===== src/rtl/alu_pkg.sv =====
// Shared ALU definitions: control codes, writeback exception codes and state
// encoding, plus helpers that classify control codes.
package alu_pkg;

  localparam logic [3:0] CTRL_ADD   = 4'h1;
  localparam logic [3:0] CTRL_SUB   = 4'h2;
  localparam logic [3:0] CTRL_MUL   = 4'h4;
  localparam logic [3:0] CTRL_DIV   = 4'h8;
  localparam logic [3:0] CTRL_ANDI  = 4'hC;
  localparam logic [3:0] CTRL_ORI   = 4'hE;
  localparam logic [3:0] CTRL_ADDNF = 4'hF;

  typedef enum logic [1:0] {
    EXC_NONE = 2'b00,
    EXC_OVF  = 2'b01,
    EXC_ILL  = 2'b10
  } exc_code_t;

  typedef enum logic [1:0] {
    WB_IDLE    = 2'd0,
    WB_WR_MAIN = 2'd1,
    WB_WR_R0   = 2'd2,
    WB_EXC     = 2'd3
  } wb_state_t;

  function automatic logic is_legal_ctrl(input logic [3:0] ctrl);
    case (ctrl)
      CTRL_ADD, CTRL_SUB, CTRL_MUL, CTRL_DIV,
      CTRL_ANDI, CTRL_ORI, CTRL_ADDNF: is_legal_ctrl = 1'b1;
      default:                         is_legal_ctrl = 1'b0;
    endcase
  endfunction

  // Multiply and divide also produce an R0 result (high product / remainder).
  function automatic logic is_dual_write(input logic [3:0] ctrl);
    is_dual_write = (ctrl == CTRL_MUL) || (ctrl == CTRL_DIV);
  endfunction

endpackage


===== src/rtl/alu_writeback.sv =====
// Retires ALU result bundles into the register file: one write, or two
// (destination then R0) for mul/div; faults park in a sticky exception state.
module alu_writeback
  import alu_pkg::*;
#(
  parameter int                DATA_W  = 16,
  parameter int                ADDR_W  = 4,
  parameter logic [ADDR_W-1:0] R0_ADDR = '0
) (
  input  logic              clk,
  input  logic              reset,
  input  logic              in_valid,
  output logic              in_ready,
  input  logic [3:0]        in_ctrl,
  input  logic [DATA_W-1:0] in_out,
  input  logic [DATA_W-1:0] in_r0,
  input  logic              in_ovf,
  input  logic [ADDR_W-1:0] in_dest,
  output logic              rf_we,
  output logic [ADDR_W-1:0] rf_waddr,
  output logic [DATA_W-1:0] rf_wdata,
  input  logic              rf_ready,
  output logic              exc,
  output logic [1:0]        exc_code,
  input  logic              exc_clr,
  output logic [7:0]        ovf_count
);

  // Handshakes: a bundle transfers on a rising edge with in_valid & in_ready;
  // a register-file write commits on a rising edge with rf_we & rf_ready, and
  // rf_waddr/rf_wdata hold steady while rf_we waits for rf_ready.

  wb_state_t         state, state_n;
  exc_code_t         exc_code_q;
  logic [3:0]        cap_ctrl;
  logic [DATA_W-1:0] cap_out;
  logic [DATA_W-1:0] cap_r0;
  logic [ADDR_W-1:0] cap_dest;
  logic [7:0]        ovf_count_q;
  logic              accept;

  assign in_ready  = (state == WB_IDLE);
  assign accept    = in_valid && in_ready;
  assign exc       = (state == WB_EXC);
  assign exc_code  = exc_code_q;
  assign ovf_count = ovf_count_q;

  always_comb begin
    state_n = state;
    case (state)
      WB_IDLE: begin
        if (accept) begin
          if (!is_legal_ctrl(in_ctrl) || in_ovf) state_n = WB_EXC;
          else                                   state_n = WB_WR_MAIN;
        end
      end
      WB_WR_MAIN: begin
        if (rf_ready) state_n = is_dual_write(cap_ctrl) ? WB_WR_R0 : WB_IDLE;
      end
      WB_WR_R0: begin
        if (rf_ready) state_n = WB_IDLE;
      end
      WB_EXC: begin
        if (exc_clr) state_n = WB_IDLE;
      end
      default: state_n = WB_IDLE;
    endcase
  end

  // Write port is a pure decode of state and capture registers.
  always_comb begin
    rf_we    = 1'b0;
    rf_waddr = '0;
    rf_wdata = '0;
    case (state)
      WB_WR_MAIN: begin
        rf_we    = 1'b1;
        rf_waddr = cap_dest;
        rf_wdata = cap_out;
      end
      WB_WR_R0: begin
        rf_we    = 1'b1;
        rf_waddr = R0_ADDR;
        rf_wdata = cap_r0;
      end
      default: ;
    endcase
  end

  always_ff @(posedge clk or negedge reset) begin
    if (!reset) begin
      state       <= WB_IDLE;
      exc_code_q  <= EXC_NONE;
      cap_ctrl    <= '0;
      cap_out     <= '0;
      cap_r0      <= '0;
      cap_dest    <= '0;
      ovf_count_q <= '0;
    end else begin
      state <= state_n;
      if (accept) begin
        cap_ctrl <= in_ctrl;
        cap_out  <= in_out;
        cap_r0   <= in_r0;
        cap_dest <= in_dest;
        // Illegal control outranks overflow; only overflow is counted.
        if (!is_legal_ctrl(in_ctrl)) begin
          exc_code_q <= EXC_ILL;
        end else if (in_ovf) begin
          exc_code_q <= EXC_OVF;
          if (ovf_count_q != 8'hFF) ovf_count_q <= ovf_count_q + 8'd1;
        end
      end else if (state == WB_EXC && exc_clr) begin
        exc_code_q <= EXC_NONE;
      end
    end
  end

endmodule


===== config.mk =====
export PLATFORM = sky130hd
export DESIGN_NAME = alu_writeback
export DESIGN_NICKNAME = d
export VERILOG_FILES = /design/src/rtl/alu_pkg.sv /design/src/rtl/alu_writeback.sv
export SDC_FILE = /design/constraint.sdc
export NUM_CORES = 1
export LEC_CHECK = 0
export BUFFER_PORTS_ARGS = -buffer_cell sky130_fd_sc_hd__buf_2
export CAP_MARGIN = 15
export CORE_ASPECT_RATIO = 0.9
export CORE_MARGIN = 5
export CORE_UTILIZATION = 54
export CTS_CLUSTER_SIZE = 12
export DETAILED_ROUTE_END_ITERATION = 10
export HOLD_SLACK_MARGIN = 0.03
export MAX_ROUTING_LAYER = met4
export PLACE_DENSITY = 0.84
export SLEW_MARGIN = 25
export SYNTH_ARGS = -nofsm -noshare
export SYNTH_HDL_FRONTEND = slang
export SYNTH_SLANG_ARGS = --single-unit

===== constraint.sdc =====
create_clock -name clk -period 2.83 [get_ports clk]
set_input_delay 0.1415 -clock clk [delete_from_list [all_inputs] [get_ports clk]]
set_output_delay 0.1415 -clock clk [all_outputs]
set_load 0.05 [all_outputs]

==> results.sh, run 1 <==
export IMPL_status="finished, final reports clean"
export IMPL_layout_drive_gt1_share_pct=49.1
export IMPL_synth_area_sq_um=2470
export IMPL_grt_max_degree=31
export IMPL_worstSetupStartpointType="register"
export IMPL_htree_levels=2
export IMPL_stdcell_area_sq_um=3050
export IMPL_synth_cells=198
export IMPL_fillers=360
export IMPL_cts_resized=0
export IMPL_clockRootBuffer="clkbuf_8"
export IMPL_cts_tree="yes"
export IMPL_hold_class="input port to register"
export IMPL_avgSynthCellArea_sq_um=12.5
export IMPL_min_period_ns=2.33
export IMPL_ioPinCount=79
export IMPL_met1_usage_pct=25.2
export IMPL_area_growth_pct=23.3
export IMPL_final_setup_tns_ns=0
export IMPL_crit_type="register to output port"
export IMPL_final_cell_mix="78 x buf_2, 52 x dfrtp_1, 40 x mux2_2"
export IMPL_first_pass_iters=5
export IMPL_grt_pass1_wl_mm=8.91
export IMPL_numCtsBuffers=5
export IMPL_synth_distinct_cells=30
export IMPL_row_count=23
export IMPL_dieWidth_um=81.3
export IMPL_layout_setup_ws_ns=0.501
export IMPL_max_slew_margin_pct=43.6
export IMPL_ir_drop_uv=1030
export IMPL_wl_per_cell_um=16.0
export IMPL_final_common_cell="buf_2"
export IMPL_critPathLaunch="state[1]"
export IMPL_clock_path_buffers=2
export IMPL_pre_cts_slack_ns=0.791
export IMPL_clock_latency_ns=0.31
export IMPL_n_antenna_cell=0
export IMPL_clkSinkCount=52
export IMPL_routabilityCongestion=0.789
export IMPL_arrival_ns=2.19
export IMPL_hold_viol_final=0
export IMPL_final_cell_count_no_fill=341
export IMPL_period_share_pct=82.3
export IMPL_setup_viol=0
export IMPL_register_area_sq_um=1300
export IMPL_antenna_found_initial=0
export IMPL_place_area_sq_um=2920
export IMPL_cap_viol_max_count=0
export IMPL_first_iter_violations=74
export IMPL_grt_pass1_vias=1886
export IMPL_r2r_start="state[0]"
export IMPL_critPathRequiredTime_ns=2.69
export IMPL_dieHeight_um=74.2
export IMPL_clk_pin_slew_worst_paths_ns=0.10
export IMPL_power_mw=3.76
export IMPL_coreArea_sq_um=4430
export IMPL_grtUsageMet3_pct=4.24
export IMPL_fmax_mhz=429
export IMPL_ys_warn_count=0
export IMPL_met2_usage_pct=32.6
export IMPL_grt_usage_pct=20.1
export IMPL_ant_nets=0
export IMPL_place_inst=332
export IMPL_synth_nets=250
export IMPL_worst_pin_slew_ns=0.846
export IMPL_drc=0
export IMPL_nNetsFinal=330
export IMPL_drv_slew=0
export IMPL_dieArea_sq_um=6030
export IMPL_cp_max_fo=22
export IMPL_overflow=0
export IMPL_floorplan_initialDensity_pct=55.7
export IMPL_grt_busiest_layer="met2"
export IMPL_via_per_inst=5.31
export IMPL_fin_skew_ns=0.0124
export IMPL_p_per_area_nw_per_um2=1240
export IMPL_end_kind="output port"
export IMPL_ys_ff_latch=52
export IMPL_routed_via_count=1812
export IMPL_seq_area_frac_synth_pct=52.7
export IMPL_hp_start="in_r0[5]"
export IMPL_routed_wl_mm=5.45
export IMPL_dp_hpwl_mm=3.99
export IMPL_rsz0062_at_grt="no"
export IMPL_leakagePower_nw=1.46
export IMPL_multi_input_area_sq_um=1110
export IMPL_io_buffers=78
[cell families (layout without fill, tap and decap cells)]
kind of cell	count (synthesis)	in the layout	synth area share, %
buffers and inverters	15	96	2.43
DFF	52	52	52.7
muxes	41	41	18.7
adders and majority gates	6	6	3.04
AOI/OAI and AO/OA	27	27	8.16
and+or+nand+nor	49	49	12.2
xor gates and xnor gates	8	8	2.84
[synth_stat cells (all sizes together)]
| master | instances | area [sq um] |
|---|---|---|
| a22o | 1 | 8.76 |
| nor2 | 6 | 25.0 |
| nor4 | 3 | 37.5 |
| buf | 4 | 18.8 |
| nand4 | 2 | 12.5 |
| a21boi | 1 | 11.3 |
| mux2 | 41 | 462 |
| nand3 | 4 | 20.0 |
| and2 | 5 | 31.3 |
| nor2b | 16 | 100 |
| xor2 | 7 | 61.3 |
| nor3 | 3 | 15.0 |
| a22oi | 16 | 120 |
| a221oi | 1 | 8.76 |
| inv | 6 | 22.5 |
| ha | 6 | 75.1 |
| xnor2 | 1 | 8.76 |
| and3b | 1 | 12.5 |
| or3 | 1 | 11.3 |
| dfrtp | 52 | 1300 |
| nor4b | 1 | 8.76 |
| o21ai | 7 | 46.3 |
| nand2 | 7 | 26.3 |
| clkbuf | 5 | 18.8 |
| a31oi | 1 | 6.26 |
[final cells by class]
cell class / count / area share (%)
repair buffers: 82 / 13.9
inverters: 6 / 0.740
clock inverters: 2 / 1.27
well taps: 62 / 2.55
multi-input cells: 131 / 36.4
clock buffers: 6 / 2.38
flip-flops and latches: 52 / 42.7
[flip-flops by register name, summed over array words and instances (netlist names)]
register / count
exc_code: 2
cap_ctrl: 4
cap_dest: 4
cap_out: 16
cap_r0: 16
ovf_count: 8
state: 2
[worst max-delay path, stage by stage (launching register included)]
cell	delay [ns]
dfrtp_1	0.43
inv_1	0.11
ha_1	0.72
a22oi_1	0.16
nor2b_1	0.18
buf_2	0.28
[stage by stage]
step / hold slack (ns) / utilization (%)
2_1_floorplan: -0.154 / -
3_3_place_gp: 0.199 / 66.0
3_5_place_dp: 0.198 / 66.0
4_1_cts: 0.0517 / 68.7
5_1_grt: 0.0459 / 68.7
6_report: 0.0614 / 68.7
[layer usage]
layer	part of all wire [%]	vias up
met4	1.2	0
met1	42	904
met2	53	42
met5	0	-
met3	4.2	8
li1	-	858
[where the power goes]
part	switching, mW	leakage, nW	internal [mW]
registers	0.196	0.624	1.08
logic	1.26	0.775	0.710
clock network	0.245	0.0558	0.267
[path summary, 6_finish.rpt]
check | endpoint | slack (ns) | depth (start not counted)
setup reg to reg | cap_out[13] | 0.79 | 5
hold / removal | cap_r0[5] | 0.06 | 2
max in group asynchronous | cap_r0[11] | 1.79 | 3
hold reg to reg | ovf_count[7] | 0.50 | 1
setup / recovery | rf_wdata[8] | 0.50 | 5
min in group asynchronous | exc_code[0] | 0.38 | 2
[timing repair]
action,in CTS,in global routing
setup buffers,0,0
hold buffers,1,0
hold endpoints to repair,27,0
Note: power is estimated with default switching activity, not from simulation.
==> inputs of run 2 (changes only) <==
CORE_UTILIZATION = 46   (was 54)
PLACE_DENSITY = 0.76   (was 0.84)
clock period = 2 ns   (was 2.83 ns; I/O delays follow)
==> run 2 against run 1 <==
  * Cell count increased by 7.9%
  * Largest power group unchanged
  * Non-clock buffer count increased by 22
  * Combinational power increased by 54%
  * Highest routed layer is now met3
==> results.sh, run 2 (same netlist as run 1, synthesis figures left out) <==
export IMPL_fin_skew_ns=0.00365
export IMPL_floorplan_initialDensity_pct=47.3
export IMPL_io_buffers=78
export IMPL_via_per_inst=5.14
export IMPL_grt_max_degree=23
export IMPL_ant_nets=0
export IMPL_period_share_pct=94.9
export IMPL_wl_per_cell_um=15.4
export IMPL_worstPathCellList="inv_2 -> ha_2 -> buf_6 -> a22oi_1 -> nor2b_1 -> buf_2"
export IMPL_dp_hpwl_mm=4.13
export IMPL_leakagePower_nw=1.56
export IMPL_row_count=25
export IMPL_pre_cts_slack_ns=0.267
export IMPL_endpoint="rf_wdata[8]"
export IMPL_antenna_found_initial=0
export IMPL_ioPinCount=79
export IMPL_cts_tree="yes"
export IMPL_critPathTopFamily="buffers and inverters"
export IMPL_ir_drop_uv=990
export IMPL_clk_pin_slew_worst_paths_ns=0.09
export IMPL_fmax_mhz=527
export IMPL_dieHeight_um=79.5
export IMPL_layout_setup_ws_ns=0.101
export IMPL_hold_class="input port to register"
export IMPL_routed_via_count=1892
export IMPL_path_depth=6
export IMPL_n_antenna_cell=0
export IMPL_critPathRequiredTime_ns=1.90
export IMPL_cap_viol_max_count=0
export IMPL_worst_pin_slew_ns=0.470
export IMPL_first_iter_violations=82
export IMPL_r2r_slack_ns=0.27
export IMPL_end_kind="output port"
export IMPL_clock_path_buffers=2
export IMPL_max_slew_margin_pct=68.7
export IMPL_timing_rr_end="cap_out[8]"
export IMPL_dieArea_sq_um=6940
export IMPL_grt_pass1_wl_mm=9.23
export IMPL_first_pass_iters=4
export IMPL_worstSetupStartpointType="register"
export IMPL_place_area_sq_um=2990
export IMPL_clockRootBuffer="clkbuf_8"
export IMPL_critPathLaunch="state[0]"
export IMPL_drc=0
export IMPL_grt_usage_pct=17.5
export IMPL_critPathBufInv=3
export IMPL_cp_slowest_cell="dfrtp_1"
export IMPL_slowest_delay_ns=0.44
export IMPL_dieWidth_um=87.2
export IMPL_grt_pass1_vias=1939
export IMPL_arrival_ns=1.80
export IMPL_area_growth_pct=35.0
export IMPL_htree_levels=2
export IMPL_cp_max_fo=14
export IMPL_drv_slew=0
export IMPL_rr_worst_depth=5
export IMPL_layout_drive_gt1_share_pct=51.8
export IMPL_status="finished, final reports clean"
export IMPL_setup_viol=0
export IMPL_routabilityCongestion=0.754
export IMPL_overflow=0
export IMPL_hold_viol_final=0
export IMPL_clkSinkCount=52
export IMPL_crit_type="register to output port"
export IMPL_routed_wl_mm=5.65
export IMPL_nNetsFinal=352
export IMPL_coreArea_sq_um=5220
export IMPL_min_period_ns=1.90
export IMPL_numCtsBuffers=5
export IMPL_final_common_cell="buf_2"
export IMPL_r2r_start="state[1]"
export IMPL_final_cell_mix="72 x buf_2, 52 x dfrtp_1, 40 x mux2_2"
export IMPL_stdcell_area_sq_um=3330
export IMPL_clock_latency_ns=0.30
export IMPL_p_per_area_nw_per_um2=1670
==> run 2: changes by cell type in the layout (fill, tap and decap cells not counted), sizes merged <==
cell	change
clkbuf	+4
clkinv	+1
dlygate4sd3	+18
inv	-1
==> run 2: power breakdown <==
part	total, mW	internal (mW)	switching [mW]
clock network	0.712	0.372	0.340
registers	1.81	1.53	0.277
logic	3.04	1.20	1.84
total	5.56	3.11	2.45
==> run 2: layer usage <==
metal	GRT usage (%)	wire, um	vias up
li1	-	-	910
met1	22.1	2400	930
met2	29.4	2950	52
met3	3.10	294	0
met4	3.83	0	0
met5	-	0	-
==> run 2: final cells by class <==
cell class	count	area, sq um
Fill cell	421	1890
Tap cell	67	83.8
Clock buffer	6	72.6
Clock inverter	2	35.0
Inverter	6	22.5
Timing Repair Buffer	104	652
Sequential cell	52	1300
Multi-Input combinational cell	131	1170
==> run 2: worst min path at each step <==
stage | endpoint | cells past startpoint | startpoint | slack, ns
after floorplan | cap_ctrl[0] | 0 | reset | -0.20
after global placement | cap_r0[12] | 1 | reset | -0.03
after detailed placement | cap_out[12] | 1 | reset | -0.03
after CTS | cap_out[12] | 2 | in_out[12] | 0.03
after global routing | cap_out[12] | 2 | in_out[12] | 0.03
final | cap_out[10] | 2 | in_out[10] | 0.03
==> run 2: through the flow <==
step                cells  utilization (%)  hold slack, ns  setup TNS (ns)  power [mW]
floorplan             198                -          -0.196               0        4.07
global placement      341             57.3         -0.0310               0        4.70
detailed placement    341             57.3         -0.0300               0        4.76
CTS                   367             62.9          0.0307               0        5.51
global route          368             63.8          0.0304         -0.0104        5.90
finish                368             63.8          0.0327               0        5.56
==> run 2: repair_timing <==
| item | in CTS | in global routing |
|---|---|---|
| buffers inserted | 0 | 0 |
| resized for setup | 2 | 11 |
| endpoints found under the hold margin | 69 | 1 |
| pin swaps | 0 | 0 |
| setup endpoints to repair | 13 | 15 |
| hold buffers | 18 | 1 |
==> run 2: worst reg2reg max path, cell delays in order, from the launching register on <==
cell and delay (ns):
dfrtp_1 0.43, inv_1 0.18, ha_4 0.18, and2_2 0.18, buf_4 0.28, mux2_2 0.38
==> inputs of run 3 (changes only) <==
CORE_UTILIZATION = 50   (was 46)
PLACE_DENSITY = 0.79   (was 0.76)
clock period = 1.9 ns   (was 2 ns; I/O delays follow)
==> run 3 against run 2 <==
  * Core utilization up 8.7 points
  * Via count up 1.8%
  * Sequential cell count unchanged
  * Hold slack worse by 0.0020 ns
  * Sequential share of layout area down 1.6 points
  * Routed wire length up 2.1%
  * Combinational power up 9.2%
  * Critical endpoint is now rf_wdata[3]
==> results.sh, run 3 (same netlist as run 1, synthesis figures left out) <==
export IMPL_pre_cts_slack_ns=0.179
export IMPL_dp_hpwl_mm=3.88
export IMPL_cp_max_fo=20
export IMPL_drv_slew=0
export IMPL_crit_type="register to output port"
export IMPL_wl_per_cell_um=15.3
export IMPL_dieWidth_um=84.1
export IMPL_drc=0
export IMPL_power_mw=6.01
export IMPL_cap_viol_max_count=0
export IMPL_routed_via_count=1926
export IMPL_fmax_mhz=545
export IMPL_antenna_found_initial=0
export IMPL_ant_nets=0
export IMPL_grt_pass1_wl_mm=9.30
export IMPL_rsz0062_at_grt="no"
export IMPL_cts_tree="yes"
export IMPL_ioPinCount=79
export IMPL_fin_skew_ns=0.00784
export IMPL_period_share_pct=96.6
export IMPL_dieArea_sq_um=6450
export IMPL_ir_drop_uv=977
export IMPL_floorplan_initialDensity_pct=51.4
export IMPL_grt_pass1_vias=1962
export IMPL_grt_max_degree=53
export IMPL_numCtsBuffers=5
export IMPL_area_growth_pct=41.1
export IMPL_routed_wl_mm=5.77
export IMPL_layout_drive_gt1_share_pct=51.1
export IMPL_routabilityCongestion=0.865
export IMPL_grt_usage_pct=18.2
export IMPL_io_buffers=78
export IMPL_dieHeight_um=76.7
export IMPL_row_count=24
export IMPL_final_common_cell="buf_2"
export IMPL_clkSinkCount=52
export IMPL_final_cell_mix="62 x buf_2, 50 x dfrtp_1, 40 x mux2_2"
export IMPL_clockRootBuffer="clkbuf_8"
export IMPL_coreArea_sq_um=4800
export IMPL_critPathRequiredTime_ns=1.80
export IMPL_htree_levels=2
export IMPL_end_kind="output port"
export IMPL_min_period_ns=1.84
export IMPL_p_per_area_nw_per_um2=1730
export IMPL_setup_viol=0
export IMPL_post_cts_buffers=0
export IMPL_first_pass_iters=4
export IMPL_max_slew_margin_pct=57.0
export IMPL_worst_pin_slew_ns=0.646
export IMPL_first_iter_violations=93
export IMPL_layout_setup_ws_ns=0.0647
export IMPL_overflow=0
export IMPL_worstSetupStartpointType="register"
export IMPL_via_per_inst=5.11
export IMPL_clock_latency_ns=0.31
export IMPL_status="finished, final reports clean"
export IMPL_nNetsFinal=362
export IMPL_leakagePower_nw=1.61
export IMPL_clk_pin_slew_worst_paths_ns=0.09
export IMPL_arrival_ns=1.74
export IMPL_clock_path_buffers=2
export IMPL_hold_class="input port to register"
export IMPL_hold_viol_final=0
## run 3: cell types whose count changed in the layout (fill, tap and decap cells not counted), moves of 2 or more
cell,previous run,this run
buf_2,72,62
buf_4,8,20
clkbuf_4,4,0
dfrtp_1,52,50
dfrtp_2,0,2
dlygate4sd3_1,19,30
## run 3: routing by layer
layer / track usage [%] / routed length [um] / vias to the layer above
met5: - / 0 / -
met4: 6.11 / 80 / 0
met3: 3.97 / 322 / 9
met2: 28.9 / 2810 / 67
met1: 23.1 / 2560 / 926
li1: - / - / 924
## run 3: report_power, final
| group | leakage, nW | total (mW) | internal [mW] | switching [mW] |
|---|---|---|---|---|
| clock network | 0.0614 | 0.786 | 0.431 | 0.356 |
| registers | 0.622 | 1.91 | 1.62 | 0.295 |
| logic | 0.924 | 3.32 | 1.35 | 1.96 |
## run 3: what timing repair did
item / 4_1_cts / 5_1_grt
endpoints found under the hold margin: 80 / 1
setup endpoints to repair: 16 / 17
gates cloned: 0 / 0
hold buffers: 29 / 1
gates resized for setup: 15 / 14
## run 3: worst paths after layout
| path | startpoint | end | slack (ns) | cells past startpoint |
|---|---|---|---|---|
| hold reg to reg | ovf_count[7] | ovf_count[7] | 0.51 | 1 |
| max in group asynchronous | reset | state[1] | 1.00 | 3 |
| min in group asynchronous | reset | ovf_count[5] | 0.41 | 3 |
| setup / recovery | state[1] | rf_wdata[3] | 0.06 | 6 |
| hold / removal | in_out[9] | cap_out[9] | 0.03 | 2 |
| setup reg to reg | state[0] | cap_r0[8] | 0.21 | 5 |
## run 3: area by class of cell
cell class                 count  area (sq um)
fill                         356          1320
sequential                    52          1300
multi-input combinational    131          1170
timing repair buffer         114           787
clock buffer                   6          82.6
tap                           65          81.3
clock inverter                 2          38.8
inverter                       6          22.5
antenna                        1          2.50
## run 3: stage by stage
step	hold slack, ns	area, sq um	TNS [ns]	std cells	util [%]
2_1_floorplan	-0.201	2500	-2.48	198	-
6_report	0.0307	3480	0	377	72.5
3_3_place_gp	0.242	2980	0	338	62.1
5_1_grt	0.0329	3480	0	376	72.5
4_1_cts	0.0307	3430	0	375	71.5
3_5_place_dp	0.245	2980	0	338	62.1
## run 3: critical path, stage by stage, from the launching register on
cell	delay, ns
dfrtp_2	0.46
inv_2	0.11
ha_2	0.22
buf_8	0.18
a22oi_1	0.08
nor2b_1	0.15
buf_4	0.22
